### config.mk
export PLATFORM = sky130hd
export DESIGN_NAME = aes_round_sched_flat
export DESIGN_NICKNAME = d
export VERILOG_FILES = /design/src/rtl/aes_pkg.sv /design/src/rtl/aes_round_sched_if.sv /design/src/rtl/aes_round_sched.sv /design/src/flat_wrapper.sv
export SDC_FILE = /design/constraint.sdc
export NUM_CORES = 1
export LEC_CHECK = 0
export BUFFER_PORTS_ARGS = -buffer_cell sky130_fd_sc_hd__clkbuf_2
export CAP_MARGIN = 20
export CORE_UTILIZATION = 53
export DETAILED_ROUTE_END_ITERATION = 8
export MAX_ROUTING_LAYER = met4
export PLACE_DENSITY = 0.83
export RECOVER_POWER = 50
export SETUP_SLACK_MARGIN = 0.05
export SYNTH_ARGS = -nofsm -noshare
export SYNTH_HDL_FRONTEND = slang
export SYNTH_SLANG_ARGS = --single-unit
### constraint.sdc
create_clock -name ap_clk -period 2.4 [get_ports ap_clk]
set_input_delay 0.24 -clock ap_clk [delete_from_list [all_inputs] [get_ports ap_clk]]
set_output_delay 0.24 -clock ap_clk [all_outputs]
set_load 0.02 [all_outputs]
### src/rtl/aes_pkg.sv
// Shared definitions for the AES decryption round scheduler: one-hot state
// encoding, statemt RAM owner codes and the legal round counts.
package aes_pkg;

  typedef enum logic [7:0] {
    S_IDLE = 8'b0000_0001,
    S_ARK0 = 8'b0000_0010,
    S_BSS  = 8'b0000_0100,
    S_ARK  = 8'b0000_1000,
    S_MIX  = 8'b0001_0000,
    S_BSSL = 8'b0010_0000,
    S_ARKL = 8'b0100_0000,
    S_DONE = 8'b1000_0000
  } state_e;

  typedef enum logic [1:0] {
    MEM_NONE = 2'd0,
    MEM_ARK  = 2'd1,
    MEM_BSS  = 2'd2,
    MEM_MIX  = 2'd3
  } mem_sel_e;

  localparam int unsigned NR_10 = 10;
  localparam int unsigned NR_12 = 12;
  localparam int unsigned NR_14 = 14;

endpackage

### src/rtl/aes_round_sched_if.sv
// Control/handshake bundle between the round scheduler, its host and the
// AddRoundKey / InvSubBytes+InvShiftRows / InvMixColumns engines.
interface aes_round_sched_if
  import aes_pkg::*;
#(
  parameter int NR_W = 5
) ();

  logic            ap_start;
  logic [NR_W-1:0] nr;
  logic            ap_done;
  logic            ap_idle;
  logic            ap_ready;
  logic            err;
  logic            ark_start;
  logic            ark_done;
  logic [NR_W-1:0] ark_n;
  logic            bss_start;
  logic            bss_done;
  logic            mix_start;
  logic            mix_done;
  mem_sel_e        mem_sel;
  logic [NR_W-1:0] round;

  // Scheduler side
  modport slave (
    input  ap_start, nr, ark_done, bss_done, mix_done,
    output ap_done, ap_idle, ap_ready, err,
    output ark_start, ark_n, bss_start, mix_start, mem_sel, round
  );

  // Host/engine side
  modport master (
    output ap_start, nr, ark_done, bss_done, mix_done,
    input  ap_done, ap_idle, ap_ready, err,
    input  ark_start, ark_n, bss_start, mix_start, mem_sel, round
  );

endinterface

### src/rtl/aes_round_sched.sv
// AES decryption round scheduler: sequences AddRoundKey, InvSubBytes/
// InvShiftRows and InvMixColumns engines over nr rounds and arbitrates the
// shared statemt RAM through mem_sel.
//
// state | meaning
// IDLE  | waiting for ap_start; captures nr and round := nr-1
// ARK0  | initial AddRoundKey with key index nr
// BSS   | InvShiftRows/InvSubBytes of a middle round
// ARK   | AddRoundKey with key index round
// MIX   | InvMixColumns; steps round down or leaves for the last round
// BSSL  | InvShiftRows/InvSubBytes of the last round
// ARKL  | final AddRoundKey with key index 0
// DONE  | one-cycle ap_done/ap_ready pulse (err if nr was illegal)
module aes_round_sched
  import aes_pkg::*;
#(
  parameter int NR_W = 5
) (
  input logic               ap_clk,
  input logic               ap_rst,
  aes_round_sched_if.slave  bus
);

  state_e          state_q, state_d;
  logic [NR_W-1:0] round_q, round_d;
  logic [NR_W-1:0] nr_q, nr_d;
  logic            err_q, err_d;
  logic            nr_ok;

  // Only the three AES key sizes are accepted.
  always_comb begin
    nr_ok = (bus.nr == NR_W'(NR_10)) || (bus.nr == NR_W'(NR_12)) ||
            (bus.nr == NR_W'(NR_14));
  end

  // State, round counter, latched nr and error flag registers.
  always_ff @(posedge ap_clk) begin
    if (ap_rst) begin
      state_q <= S_IDLE;
      round_q <= '0;
      nr_q    <= '0;
      err_q   <= 1'b0;
    end else begin
      state_q <= state_d;
      round_q <= round_d;
      nr_q    <= nr_d;
      err_q   <= err_d;
    end
  end

  // Next-state logic; each phase advances only on its own engine's done.
  always_comb begin
    state_d = state_q;
    round_d = round_q;
    nr_d    = nr_q;
    err_d   = err_q;
    unique case (state_q)
      S_IDLE: begin
        if (bus.ap_start) begin
          nr_d    = bus.nr;
          // nr=0 is illegal anyway; clamp so round never wraps.
          round_d = (bus.nr == '0) ? '0 : bus.nr - NR_W'(1);
          if (nr_ok) begin
            state_d = S_ARK0;
            err_d   = 1'b0;
          end else begin
            state_d = S_DONE;
            err_d   = 1'b1;
          end
        end
      end
      S_ARK0: if (bus.ark_done) state_d = S_BSS;
      S_BSS:  if (bus.bss_done) state_d = S_ARK;
      S_ARK:  if (bus.ark_done) state_d = S_MIX;
      S_MIX: begin
        if (bus.mix_done) begin
          if (round_q == NR_W'(1)) begin
            state_d = S_BSSL;
          end else begin
            if (round_q > NR_W'(1)) round_d = round_q - NR_W'(1);
            state_d = S_BSS;
          end
        end
      end
      S_BSSL: if (bus.bss_done) state_d = S_ARKL;
      S_ARKL: if (bus.ark_done) state_d = S_DONE;
      S_DONE: begin
        state_d = S_IDLE;
        err_d   = 1'b0;
      end
      default: state_d = S_IDLE;
    endcase
  end

  // Engine starts, key index and RAM owner decoded from the current state.
  always_comb begin
    bus.ark_start = 1'b0;
    bus.bss_start = 1'b0;
    bus.mix_start = 1'b0;
    bus.ark_n     = '0;
    bus.mem_sel   = MEM_NONE;
    bus.ap_done   = 1'b0;
    bus.err       = 1'b0;
    unique case (state_q)
      S_ARK0: begin
        bus.ark_start = 1'b1;
        bus.ark_n     = nr_q;
        bus.mem_sel   = MEM_ARK;
      end
      S_BSS, S_BSSL: begin
        bus.bss_start = 1'b1;
        bus.mem_sel   = MEM_BSS;
      end
      S_ARK: begin
        bus.ark_start = 1'b1;
        bus.ark_n     = round_q;
        bus.mem_sel   = MEM_ARK;
      end
      S_MIX: begin
        bus.mix_start = 1'b1;
        bus.mem_sel   = MEM_MIX;
      end
      S_ARKL: begin
        bus.ark_start = 1'b1;
        bus.mem_sel   = MEM_ARK;
      end
      S_DONE: begin
        bus.ap_done = 1'b1;
        bus.err     = err_q;
      end
      default: ;
    endcase
    bus.ap_ready = bus.ap_done;
    bus.ap_idle  = (state_q == S_IDLE) && !bus.ap_start;
    bus.round    = round_q;
  end

endmodule

### src/flat_wrapper.sv
// flat-port wrapper written by rule: the top's interface ports become plain ports
module aes_round_sched_flat import aes_pkg::*;
#(
  parameter int NR_W = 5
)
  (ap_clk, ap_rst, bus_ap_start, bus_nr, bus_ark_done, bus_bss_done, bus_mix_done, bus_ap_done, bus_ap_idle, bus_ap_ready, bus_err, bus_ark_start, bus_ark_n, bus_bss_start, bus_mix_start, bus_mem_sel, bus_round);
  aes_round_sched_if #(.NR_W(NR_W)) bus_i ();
  input logic ap_clk;
  input logic ap_rst;
  input wire logic [$bits(bus_i.ap_start)-1:0] bus_ap_start;
  input wire logic [$bits(bus_i.nr)-1:0] bus_nr;
  input wire logic [$bits(bus_i.ark_done)-1:0] bus_ark_done;
  input wire logic [$bits(bus_i.bss_done)-1:0] bus_bss_done;
  input wire logic [$bits(bus_i.mix_done)-1:0] bus_mix_done;
  output wire logic [$bits(bus_i.ap_done)-1:0] bus_ap_done;
  output wire logic [$bits(bus_i.ap_idle)-1:0] bus_ap_idle;
  output wire logic [$bits(bus_i.ap_ready)-1:0] bus_ap_ready;
  output wire logic [$bits(bus_i.err)-1:0] bus_err;
  output wire logic [$bits(bus_i.ark_start)-1:0] bus_ark_start;
  output wire logic [$bits(bus_i.ark_n)-1:0] bus_ark_n;
  output wire logic [$bits(bus_i.bss_start)-1:0] bus_bss_start;
  output wire logic [$bits(bus_i.mix_start)-1:0] bus_mix_start;
  output wire logic [$bits(bus_i.mem_sel)-1:0] bus_mem_sel;
  output wire logic [$bits(bus_i.round)-1:0] bus_round;
  assign bus_i.ap_start = bus_ap_start;
  assign bus_i.nr = bus_nr;
  assign bus_i.ark_done = bus_ark_done;
  assign bus_i.bss_done = bus_bss_done;
  assign bus_i.mix_done = bus_mix_done;
  assign bus_ap_done = bus_i.ap_done;
  assign bus_ap_idle = bus_i.ap_idle;
  assign bus_ap_ready = bus_i.ap_ready;
  assign bus_err = bus_i.err;
  assign bus_ark_start = bus_i.ark_start;
  assign bus_ark_n = bus_i.ark_n;
  assign bus_bss_start = bus_i.bss_start;
  assign bus_mix_start = bus_i.mix_start;
  assign bus_mem_sel = bus_i.mem_sel;
  assign bus_round = bus_i.round;
  aes_round_sched #(.NR_W(NR_W)) u_core (.ap_clk(ap_clk), .ap_rst(ap_rst), .bus(bus_i));
endmodule
==> flow_metrics.tcl, run 1 <==
set metrics [dict create \
    synth-xor-area-share 0.02627 \
    p_per_area_nw_per_um2 574.1 \
    total_power_uw 866.3 \
    async_flop_share 0 \
    grt_start_max_net_pins 18 \
    final.setup.tns_ns 0 \
    wl_per_cell_um 15.62 \
    antenna_left 0 \
    tightest_slew_ns 0.4792 \
    routed_wl_um 3468 \
    htree_levels 1 \
    synth-compound-area-share 0.2054 \
    cp.arrival_ns 2.03 \
    min_period_ns 2.266 \
    io_pins 30 \
    post_dp_cell_area_um2 1496 \
    port_buffers 29 \
    die_area_um2 2721 \
    max_freq_mhz 441.3 \
    relSlewSlack 0.6792 \
    multi_input_area_um2 850.8 \
    final_common_cell "clkbuf_2" \
    dp_slack_ns 0.3082 \
    rows 17 \
    antenna_found_initial 0 \
    synth_fa_ha_area_frac 0.04690 \
    netlist_top_cells_area "dfxtp_1 (29%), mux2i_1 (6.0%), nor2_1 (4.8%)" \
    path_delay_family "simple AND/OR/NAND/NOR gates" \
    fin_nets 211 \
    syn_area_per_cell_um2 8.084 \
    clkLatencyLatePin_ns 0.30 \
    clock_sinks 19 \
    fin_util 0.6569 \
    design_area_um2 1509 \
    drv_slew 0 \
    die_w_um 52.17 \
    holdWs_ns 0.2410 \
    dp.cells 218 \
    core_area_um2 2297 \
    worst_slack_ns 0.1340 \
    slowest_stage "or3_1" \
    die_h_um 52.17 \
    p_leak_nw 0.7014 \
    cp-end-kind "output pin" \
    synth_top_family_by_area "simple AND/OR/NAND/NOR gates" \
    drive_gt1_frac 0.2113 \
    regArea_um2 380.4 \
    path_cells "or3_1 > or3_1 > inv_2 > or3_1 > clkbuf_2" \
    area_delta_synth_final_pct 13.13 \
    startpoint_type "register" \
    dp_hpwl_um 2641 \
    muxShareOfSynthArea 0.06848 \
    gp_congestion 0.9874 \
    crit_fanout 7 \
    instances_no_fill 222 \
    overflow 0 \
    antenna_cells 0 \
    grt_pass1_vias 1236 \
    synthSimpleGateAreaFrac 0.2927 \
    grtUsageTotal 0.2846 \
    yosys_warnings 0 \
    rsz0062_at_grt "false" \
    clkTransAtPathRegs_ns 0.12 \
    clk_path_buf_depth 2 \
    syn_area_um2 1334 \
    hold_class "in2reg" \
    yosysTopAreaCellShare 0.2852 \
    syn_inst 165 \
    cp_slowest_stage_delay_ns 0.46 \
    hold_viol 0 \
    vias 1354 \
    cts_tree "done" \
    drc 0 \
    worstPathRequired_ns 2.16 \
    grt_pass1_wl_um 5547 \
    ir_drop_uv 410.7 \
    max-cap-violations 0 \
    status "finished, final reports clean" \
    final_cell_mix "clkbuf_2 (22), dfxtp_1 (19), nor2_1 (17), inv_1 (11), nand2_1 (9)" \
    synth-edff-count 0 \
    viasPerCell 6.099 \
    synth_top_flop_cell "dfxtp_1" \
    dr.pass1.iters 4 \
    clockRootBuffer "clkbuf_4" \
    drtIter0Drc 80 \
    setup_viol 0 \
    fillers 211 \
    fin_crit_sh 0.9442 \
    synth_cell_type_count 46 \
    timing_worst_setup_path_type "reg2out" \
    cp_common_cell "or3_1" \
    start_util 0.5806 \
    ys_ff_latch 19 \
    yosysTopAreaCell "dfxtp_1" \
    critical_path_buf_inv_count 2 \
    cts_made_buffers 3 \
    clock_skew_ns 0.01300 \
    ys_seq_area_frac 0.2852 \
    synth_nets 181 \
]
==> synth_stat cells (2+ instances only) <==
| library cell | count |
|---|---|
| nor4_1 | 2 |
| o211a_1 | 2 |
| xnor2_1 | 2 |
| or3_1 | 5 |
| ha_1 | 5 |
| a21oi_2 | 2 |
| mux2i_1 | 8 |
| a21oi_1 | 7 |
| o21ai_0 | 5 |
| o21ai_1 | 2 |
| nand2b_4 | 3 |
| nand3_1 | 7 |
| nor2b_1 | 2 |
| a211oi_1 | 2 |
| xor2_1 | 2 |
| a22o_1 | 5 |
| clkbuf_1 | 4 |
| nor3_1 | 8 |
| inv_1 | 11 |
| nand2b_1 | 3 |
| o211ai_1 | 7 |
| o31ai_1 | 2 |
| buf_6 | 2 |
| nor2_1 | 17 |
| nand2_1 | 9 |
| or2_2 | 2 |
| dfxtp_1 | 19 |
| o21a_1 | 2 |
==> metal layers <==
| metal | vias up | GRT usage | wire length, µm |
|---|---|---|---|
| met5 | - | - | 0 |
| met4 | 0 | 0.09649 | 42 |
| met3 | 4 | 0.04678 | 259 |
| met2 | 57 | 0.4274 | 1604 |
| met1 | 641 | 0.3868 | 1562 |
| li1 | 652 | - | - |
==> sequential cells by signal, summed over array words and instances, names as in the netlist <==
| name | flops |
|---|---|
| u_core.state_q | 8 |
| u_core.bus.round | 5 |
| u_core.err_q | 1 |
| u_core.nr_q | 5 |
==> path summary, 6_finish.rpt <==
check / slack, ns / cells past startpoint / end / startpoint
setup reg to reg: 0.20 / 5 / u_core.state_q[5]$_SDFFE_PP0P_ / u_core.state_q[3]$_SDFFE_PP0P_
hold / removal: 0.24 / 3 / u_core.nr_q[4]$_SDFFE_PP0P_ / bus_nr[4]
hold reg to reg: 0.54 / 2 / u_core.nr_q[4]$_SDFFE_PP0P_ / u_core.nr_q[4]$_SDFFE_PP0P_
setup / recovery: 0.13 / 5 / bus_mem_sel[0] / u_core.state_q[3]$_SDFFE_PP0P_
==> report_power, final <==
part / switching [mW] / total [mW] / internal [mW]
clock: 0.105 / 0.167 / 0.0620
sequential: 0.0413 / 0.389 / 0.347
combinational: 0.181 / 0.311 / 0.130
==> worst min-delay path, delay by kind of cell <==
family        cells  cell delay [ns]
mux               1             0.08
simple gates      1             0.07
buf+inv           1             0.13
==> layout make-up <==
class	instances	area share
Inverter	12	0.02985
Multi-Input combinational cell	125	0.5638
Tap cell	28	0.02322
Timing Repair Buffer	34	0.1128
Sequential cell	19	0.2521
Clock inverter	1	0.003317
Clock buffer	3	0.01493
==> cell families after synthesis <==
logic type | Yosys count
simple gates | 68
compound gates | 39
buf+inv | 21
flops | 19
mux | 9
fa+ha+maj | 5
xor+xnor | 4
==> what timing repair did <==
action,4_1_cts,5_1_grt
hold buffers,0,0
resized for setup,0,1
endpoints found under the setup margin,0,2
setup buffers,0,0
Note: power is estimated with default switching activity, not from simulation.
==> run 2, diff against run 1 <==
==> constraint.sdc (replaced) <==
create_clock -name ap_clk -period 2.4 [get_ports ap_clk]
set_input_delay 0.36 -clock ap_clk [delete_from_list [all_inputs] [get_ports ap_clk]]
set_output_delay 0.36 -clock ap_clk [all_outputs]
set_load 0.02 [all_outputs]
==> run 2 against run 1 <==
Critical path depth unchanged. Wire length up 4.2%. Largest cell class unchanged. Sequential share of layout area down 0.55 points. Highest routed layer unchanged.
==> flow_metrics.tcl, run 2 (same netlist as run 1, synthesis figures left out) <==
set metrics [dict create \
    status "finished, final reports clean" \
    clkTransAtPathRegs_ns 0.11 \
    dp_slack_ns 0.3039 \
    tightest_slew_ns 0.5820 \
    timing_worst_setup_path_type "reg2out" \
    max-cap-violations 0 \
    reg2reg_setup_slack_ns 0.28 \
    hold_viol 0 \
    fin_crit_sh 0.9590 \
    holdPathStages 3 \
    rsz0062_at_grt "false" \
    gp_congestion 1.034 \
    clock_sinks 19 \
    port_buffers 29 \
    final_cell_mix "clkbuf_2 (21), nor2_1 (17), dfxtp_1 (16), inv_1 (11), nand2_1 (9)" \
    worstPathRequired_ns 2.04 \
    startpoint_type "register" \
    grt_util_met1 0.3845 \
    post_dp_cell_area_um2 1495 \
    die_h_um 52.17 \
    worst_r2r_endpoint "u_core.state_q[5]$_SDFFE_PP0P_" \
    grt_pass1_vias 1268 \
    total_power_uw 879.3 \
    fin_nets 212 \
    cts_tree "done" \
    cp.arrival_ns 1.94 \
    largest_reg_flops 8 \
    clockRootBuffer "clkbuf_4" \
    htree_levels 1 \
    relSlewSlack 0.6103 \
    io_pins 30 \
    dr.pass1.iters 5 \
    design_area_um2 1568 \
    min_period_ns 2.302 \
    min_to "u_core.nr_q[0]$_SDFFE_PP0P_" \
    cts_made_buffers 3 \
    viasPerCell 6.390 \
    hold_buffers 0 \
    vias 1425 \
    area_delta_synth_final_pct 17.54 \
    grtUsageTotal 0.2885 \
    start_util 0.5806 \
    die_area_um2 2721 \
    rows 17 \
    clkLatencyLatePin_ns 0.30 \
    routed_wl_um 3614 \
    use_met2 0.4466 \
    antenna_found_initial 0 \
    largest-register "u_core.state_q" \
    busiest_layer "met2" \
    grt_start_max_net_pins 18 \
    crit_fanout 10 \
    core_area_um2 2297 \
    rr_worst_depth 5 \
    overflow 0 \
    drtIter0Drc 74 \
    clock_skew_ns 0.003045 \
    p_per_area_nw_per_um2 560.8 \
    ir_drop_uv 380.4 \
    antenna_left 0 \
    grt_pass1_wl_um 5727 \
    min_from "bus_nr[0]" \
    fin_util 0.6825 \
    max_freq_mhz 434.5 \
    dp.cells 217 \
    final.setup.tns_ns 0 \
    cp-end-kind "output pin" \
    worstReg2RegStart "u_core.state_q[3]$_SDFFE_PP0P_" \
    hold_class "in2reg" \
    setup_viol 0 \
    wl_per_cell_um 16.21 \
    instances_no_fill 223 \
    holdWs_ns 0.3579 \
    drive_gt1_frac 0.2667 \
    final_common_cell "clkbuf_2" \
    antenna_cells 0 \
    worst_slack_ns 0.09829 \
    met3_usage 0.06140 \
    die_w_um 52.17 \
    p_leak_nw 0.7166 \
    drv_slew 0 \
    dp_hpwl_um 2603 \
    drc 0 \
    clk_path_buf_depth 2 \
]
run 2: cell count changes in the layout (fill, tap and decap cells not counted), moves of 2 or more:
cell / change
buf_4: +3
dfxtp_1: -3
dfxtp_2: +2
nor4_4: +2
or3_4: +2
or3_1: -2
run 2: timing repair:
action	CTS	global route
gates cloned	0	0
resized for setup	2	11
setup endpoints to repair	7	10
pin swaps	0	0
buffers inserted	0	2
run 2: cell type report:
type	count	area [µm²]
clock buffer	4	26.28
timing repair buffer	35	185.2
tap	28	35.03
multi-input combinational	125	889.6
sequential	19	386.6
fill	199	729.5
inverter	12	45.04
run 2: layer usage:
| layer | share of wire | routed length [µm] |
|---|---|---|
| met1 | 0.42 | 1522 |
| met2 | 0.45 | 1644 |
| met3 | 0.10 | 379 |
| met4 | 0.019 | 69 |
| met5 | 0 | 0 |
run 2: where the power goes:
group          switching (mW)  leakage [nW]  internal, mW
Clock                  0.0993        0.0150        0.0649
Sequential             0.0387         0.157         0.346
Combinational           0.190         0.544         0.140
Total                   0.328         0.717         0.551
run 2: worst max-delay path by stage:
stage                                               from                             end  slack, ns  cells past startpoint
after global placement    u_core.state_q[3]$_SDFFE_PP0P_  u_core.state_q[5]$_SDFFE_PP0P_       0.34                      5
after detailed placement  u_core.state_q[0]$_SDFFE_PP1P_  u_core.state_q[5]$_SDFFE_PP0P_       0.30                      5
after CTS                 u_core.state_q[3]$_SDFFE_PP0P_                  bus_mem_sel[1]       0.06                      5
after floorplan           u_core.state_q[3]$_SDFFE_PP0P_                         bus_err       0.32                      4
final                     u_core.state_q[3]$_SDFFE_PP0P_                  bus_mem_sel[1]        0.1                      5
after global routing      u_core.state_q[0]$_SDFFE_PP1P_                  bus_mem_sel[0]       0.04                      4
run 2: worst max-delay path: stages, from the launching register on:
cell and delay (ns):
dfxtp_4 0.39, or3_4 0.43, or3_1 0.42, buf_4 0.19, nand2_1 0.07, buf_4 0.15
